===== config.mk =====
export PLATFORM = sky130hd
export DESIGN_NAME = glb_addr_xlat
export DESIGN_NICKNAME = d
export VERILOG_FILES = /design/src/rtl/glb_addr_xlat.sv
export SDC_FILE = /design/constraint.sdc
export NUM_CORES = 1
export LEC_CHECK = 0
export BUFFER_PORTS_ARGS = -buffer_cell sky130_fd_sc_hd__clkbuf_2
export CAP_MARGIN = 25
export CORE_MARGIN = 5
export CORE_UTILIZATION = 54
export DETAILED_ROUTE_END_ITERATION = 8
export PLACE_DENSITY = 0.86
export SKIP_CTS_REPAIR_TIMING = 1
export SYNTH_ARGS = -nofsm -noshare
export SYNTH_HDL_FRONTEND = slang
export SYNTH_SLANG_ARGS = --single-unit
export TNS_END_PERCENT = 50

===== constraint.sdc =====
create_clock -name i_clk -period 10.7 [get_ports i_clk]
set_input_delay 1.07 -clock i_clk [delete_from_list [all_inputs] [get_ports i_clk]]
set_output_delay 1.07 -clock i_clk [all_outputs]
set_load 0.1 [all_outputs]

===== src/rtl/glb_addr_xlat.sv =====
// Round-robin arbitrated GLB address translator. It maps a per-channel (region, address) pair onto a
// physical bank and in-bank offset, using a run-time bank allocation. Out-of-region accesses are flagged.
module glb_addr_xlat #(
  parameter  int BANK_NUM   = 27,
  parameter  int BANK_DEPTH = 512,
  parameter  int NUM_REGION = 3,
  parameter  int NUM_CH     = 4,
  localparam int SEL_W      = $clog2(BANK_NUM),
  localparam int OFF_W      = $clog2(BANK_DEPTH),
  localparam int ADDR_W     = $clog2(BANK_NUM * BANK_DEPTH),
  localparam int TYPE_W     = $clog2(NUM_REGION + 1),
  localparam int CH_W       = (NUM_CH > 1) ? $clog2(NUM_CH) : 1
) (
  input  logic                         i_clk,
  input  logic                         i_rst,
  input  logic                         i_cfg_valid,
  input  logic [NUM_REGION*SEL_W-1:0]  i_cfg_alloc,
  output logic                         o_cfg_ready,
  output logic                         o_cfg_err,
  input  logic [NUM_CH-1:0]            i_req_valid,
  input  logic [NUM_CH*TYPE_W-1:0]     i_req_type,
  input  logic [NUM_CH*ADDR_W-1:0]     i_req_addr,
  output logic [NUM_CH-1:0]            o_req_ready,
  output logic                         o_valid,
  input  logic                         i_ready,
  output logic [CH_W-1:0]              o_ch,
  output logic [SEL_W-1:0]             o_bank_sel,
  output logic [OFF_W-1:0]             o_bank_addr,
  output logic                         o_err,
  output logic [7:0]                   o_err_cnt
);

  localparam int SUM_W = SEL_W + $clog2(NUM_REGION + 1);

  logic [SEL_W-1:0]  count_q [1:NUM_REGION];
  logic [SEL_W-1:0]  count_d [1:NUM_REGION];
  logic [SEL_W-1:0]  base_q  [1:NUM_REGION];
  logic [SEL_W-1:0]  base_d  [1:NUM_REGION];
  logic              valid_q, valid_d;
  logic [CH_W-1:0]   ch_q, ch_d;
  logic [CH_W-1:0]   ptr_q, ptr_d;
  logic [SEL_W-1:0]  sel_q, sel_d;
  logic [OFF_W-1:0]  off_q, off_d;
  logic              err_q, err_d;
  logic [7:0]        err_cnt_q, err_cnt_d;
  logic              cfg_err_q, cfg_err_d;

  logic              cfg_ready, cfg_accept, cfg_ok;
  logic [SUM_W-1:0]  alloc_sum, run_base;
  logic [SEL_W-1:0]  field;
  logic              free, found, grant;
  logic [CH_W-1:0]   gnt_ch, cand;
  logic [TYPE_W-1:0] req_type;
  logic [ADDR_W-1:0] req_addr, req_idx;
  logic [SEL_W-1:0]  reg_count, reg_base;
  logic              type_ok, xlat_err;

  function automatic logic [CH_W-1:0] wrap_add(input logic [CH_W-1:0] a, input int b);
    int s;
    s = int'(a) + b;
    if (s >= NUM_CH) s = s - NUM_CH;
    return CH_W'(s);
  endfunction

  assign cfg_ready  = !valid_q && !i_rst;
  assign cfg_accept = i_cfg_valid && cfg_ready;

  // Region 1 sits in the MSB field; bases are prefix sums so translation needs only one add.
  always_comb begin
    alloc_sum = '0;
    run_base  = '0;
    field     = '0;
    count_d   = count_q;
    base_d    = base_q;
    for (int r = 1; r <= NUM_REGION; r++) begin
      alloc_sum = alloc_sum + SUM_W'(i_cfg_alloc[(NUM_REGION-r)*SEL_W +: SEL_W]);
    end
    cfg_ok = (alloc_sum <= SUM_W'(BANK_NUM));
    if (cfg_accept && cfg_ok) begin
      for (int r = 1; r <= NUM_REGION; r++) begin
        field      = i_cfg_alloc[(NUM_REGION-r)*SEL_W +: SEL_W];
        count_d[r] = field;
        base_d[r]  = SEL_W'(run_base);
        run_base   = run_base + SUM_W'(field);
      end
    end
  end

  // Scanning offsets downward leaves the nearest valid channel at or after the pointer.
  always_comb begin
    found  = 1'b0;
    gnt_ch = '0;
    cand   = '0;
    for (int i = NUM_CH - 1; i >= 0; i--) begin
      cand = wrap_add(ptr_q, i);
      if (i_req_valid[cand]) begin
        found  = 1'b1;
        gnt_ch = cand;
      end
    end
  end

  assign free  = !valid_q || i_ready;
  assign grant = free && found && !cfg_accept && !i_rst;

  always_comb begin
    req_type  = i_req_type[gnt_ch*TYPE_W +: TYPE_W];
    req_addr  = i_req_addr[gnt_ch*ADDR_W +: ADDR_W];
    req_idx   = req_addr >> OFF_W;
    reg_count = '0;
    reg_base  = '0;
    for (int r = 1; r <= NUM_REGION; r++) begin
      if (int'(req_type) == r) begin
        reg_count = count_q[r];
        reg_base  = base_q[r];
      end
    end
    type_ok  = (req_type != '0) && (int'(req_type) <= NUM_REGION);
    xlat_err = !type_ok || (req_idx >= ADDR_W'(reg_count));
  end

  always_comb begin
    valid_d   = valid_q;
    ch_d      = ch_q;
    ptr_d     = ptr_q;
    sel_d     = sel_q;
    off_d     = off_q;
    err_d     = err_q;
    err_cnt_d = err_cnt_q;
    cfg_err_d = cfg_accept && !cfg_ok;
    if (grant) begin
      valid_d = 1'b1;
      ch_d    = gnt_ch;
      ptr_d   = wrap_add(gnt_ch, 1);
      err_d   = xlat_err;
      if (xlat_err) begin
        sel_d = '0;
        off_d = '0;
        if (err_cnt_q != 8'hFF) err_cnt_d = err_cnt_q + 8'd1;
      end else begin
        sel_d = SEL_W'(ADDR_W'(reg_base) + req_idx);
        off_d = req_addr[OFF_W-1:0];
      end
    end else if (i_ready) begin
      valid_d = 1'b0;
    end
  end

  always_ff @(posedge i_clk) begin
    if (i_rst) begin
      for (int r = 1; r <= NUM_REGION; r++) begin
        count_q[r] <= '0;
        base_q[r]  <= '0;
      end
      valid_q   <= 1'b0;
      ch_q      <= '0;
      ptr_q     <= '0;
      sel_q     <= '0;
      off_q     <= '0;
      err_q     <= 1'b0;
      err_cnt_q <= '0;
      cfg_err_q <= 1'b0;
    end else begin
      count_q   <= count_d;
      base_q    <= base_d;
      valid_q   <= valid_d;
      ch_q      <= ch_d;
      ptr_q     <= ptr_d;
      sel_q     <= sel_d;
      off_q     <= off_d;
      err_q     <= err_d;
      err_cnt_q <= err_cnt_d;
      cfg_err_q <= cfg_err_d;
    end
  end

  assign o_cfg_ready = cfg_ready;
  assign o_cfg_err   = cfg_err_q;
  assign o_req_ready = grant ? (NUM_CH'(1) << gnt_ch) : '0;
  assign o_valid     = valid_q;
  assign o_ch        = ch_q;
  assign o_bank_sel  = sel_q;
  assign o_bank_addr = off_q;
  assign o_err       = err_q;
  assign o_err_cnt   = err_cnt_q;

endmodule

==> metrics.csv <==
metric,value,unit
Total GRT Usage,0.2302,
MaxCap Viol Count,0,
"antenna viol nets, final",0,
area of the multi-input gates,2211,um^2
Max VDD drop,89.85,uV
DRC,0,
RSZ-0062 raised after global routing,false,
Initial Util,0.5569,
"Reg clk slew, reported paths",0.08,ns
mapped cell area,3317,um^2
Async SR Flop Fraction,0,
"Core Util, Final",0.6805,
top_reg_cell synth,dfxtp_1,
P&R area growth vs syn,22.18,%
drt initial violations,178,
R2R Path End,o_bank_addr[2],
syn nets,498,
final net count,606,
"Period Utilization, post-route",0.4969,
initial antenna violation count,0,
largest fanout on the critical path,23,
worst min path class,flop to flop,
post-synth top area cell,dfxtp_1,
Routed WL,8.826,mm
register area,980.9,um^2
"Clk Latency, worst-skew pair",0.30,ns
r2r worst-path depth,18,
total CTS buffers,5,
Critical Path Start,i_req_valid[0],
core area,5956,um^2
YS warnings,0,
Slew HR,0.3567,
Leak,1.955,nW
most common cell in the netlist,mux2i_1,
Die X,88.38,um
setup_tns,0,ns
Tot Pwr,615.4,uW
Final GP Congestion,0.8288,
cell count after synthesis,384,
Port Buffers,118,
Final Skew,0.006411,ns
# IOs,119,
syn_area_per_cell,8.638,um^2
Period minus WS final,5.317,ns
Wirelength per Cell,15.54,um
CTS tree,done,
# setup viols final,0,
Worst-Margin Slew,0.9598,ns
critical path type,input pin to flop,
Final Hold Viols,0,
vias per inst,5.759,
vias in the first global route,3171,
pwr/cell area,151.9,nW/um^2
Setup crit start kind,input pin,
Post-synth EDFFs,0,
part of the Yosys area used for sequential elements,0.2957,
row count,28,
Unique masters post-synth,54,
CP arrival,5.54,ns
vias,3271,
fmax,188.1,MHz
die height,88.38,um
FILL cells,492,
Root Buffer,clkbuf_8,
Pre-antenna DRT Iters,4,
H-tree depth,2,
HPWL Detailed,7.088,mm
largest net degree at the start of global routing,46,
"FF+latch count, synth",49,
Placed Instances,560,
worst r2r src,ptr_q[1],
n_diodes,0,
Reg2Reg Setup Slack,5.89,ns
Synth top cells by count,"56 x mux2i_1, 49 x dfxtp_1, 46 x nor2_1, 31 x nand2_1, 24 x ha_1",
outcome,"complete, no violations",
Critical Path Sink Type,flop,
Pins Over Slew Limit,0,
CTS max path bufs,2,
top post-synthesis cells by area,"dfxtp_1 30%, mux2i_1 17%, ha_1 9.1%, nor2_1 5.2%, nand2_1 3.5%",
worst setup path endpoint,o_bank_addr[2],
Die Footprint,7810,um^2
post-synth top area share,0.2957,
first-pass GRT wire length,14.29,mm
Post-Layout Cell Count,568,
gr ovfl total,0,
"Data required, critical path",10.93,ns
CTS sink cnt,49,
layout cells sized above 1,0.2860,
[placed cells by master (no fill, tap or decap), types with 10 or more instances in the layout]
cell type	instances
a21oi_1	20
and3_1	10
clkbuf_2	118
dfxtp_1	49
ha_1	24
inv_1	11
mux2i_1	56
nand2_1	31
nand3_1	13
nor2_1	46
o21ai_0	11
[worst min path at each step]
stage | start | endpoint | slack (ns) | depth (start not counted)
after detailed placement | o_err | o_err | 0.45 | 2
after global routing | o_ch[0] | o_ch[0] | 0.49 | 2
after CTS | o_err | o_err | 0.46 | 2
after global placement | o_err | o_err | 0.44 | 2
final | o_err | o_err | 0.46 | 2
after floorplan | count_q[5] | count_q[5] | 0.46 | 2
[where the power goes]
group	internal [mW]	switching [mW]	leakage, nW	total, mW
logic	0.0921	0.187	1.50	0.279
clock network	0.0702	0.0602	0.0554	0.130
registers	0.195	0.0103	0.398	0.206
[critical path, cell delays in order]
cell,delay [ns]
clkbuf_2,0.11
and2_4,0.17
and2_1,0.16
nor3_2,0.15
buf_4,0.29
inv_2,0.18
nand3_1,0.19
and2_1,0.51
and2_1,0.28
o2bb2ai_1,0.14
ha_1,0.25
nand2b_1,0.14
a21o_1,0.17
a21o_1,0.17
a21o_1,0.17
a21o_1,0.21
nor3_2,0.78
a32oi_1,0.25
nor2_1,0.15
[kinds of logic after synthesis]
kind of cell | Yosys count | synth area share
AO/OA/AOI/OAI | 76 | 0.1599
adder cells (fa/ha/maj) | 27 | 0.1086
multiplexers | 58 | 0.1765
buffers and inverters | 32 | 0.04036
flip-flops | 49 | 0.2957
AND/OR/NAND/NOR | 133 | 0.1950
XOR/XNOR | 9 | 0.02377
[flip-flops by register name, indices dropped and copies added (netlist names)]
register     flops
ptr_q            2
count_q         10
o_err_cnt        8
o_err            1
o_valid          1
o_cfg_err        1
o_bank_sel       5
o_ch             2
base_q          10
o_bank_addr      9
[metrics by stage]
stage | area [um^2] | worst slack [ns] | hold slack, ns
after floorplan | 3317 | 6.396 | 0.4596
after global placement | 3941 | 5.433 | 0.4389
after detailed placement | 3941 | 5.155 | 0.4498
after CTS | 4053 | 5.418 | 0.4602
after global routing | 4053 | 5.025 | 0.4948
final | 4053 | 5.383 | 0.4607
[per-layer routing]
layer | share of wire | up-vias | GRT usage
met5 | 0 | - | 0
li1 | - | 1582 | -
met1 | 0.40 | 1537 | 0.2834
met2 | 0.48 | 139 | 0.4079
met4 | 0.016 | 0 | 0.06868
met3 | 0.099 | 13 | 0.04283
[area by class of cell]
cell class | instances | share of cell area
timing repair buffer | 120 | 0.1494
tap | 75 | 0.02316
clock buffer | 6 | 0.01791
multi-input combinational | 303 | 0.5455
sequential | 49 | 0.2420
inverter | 13 | 0.01235
clock inverter | 2 | 0.009571
No activity file was read; power rests on OpenSTA's default activity.
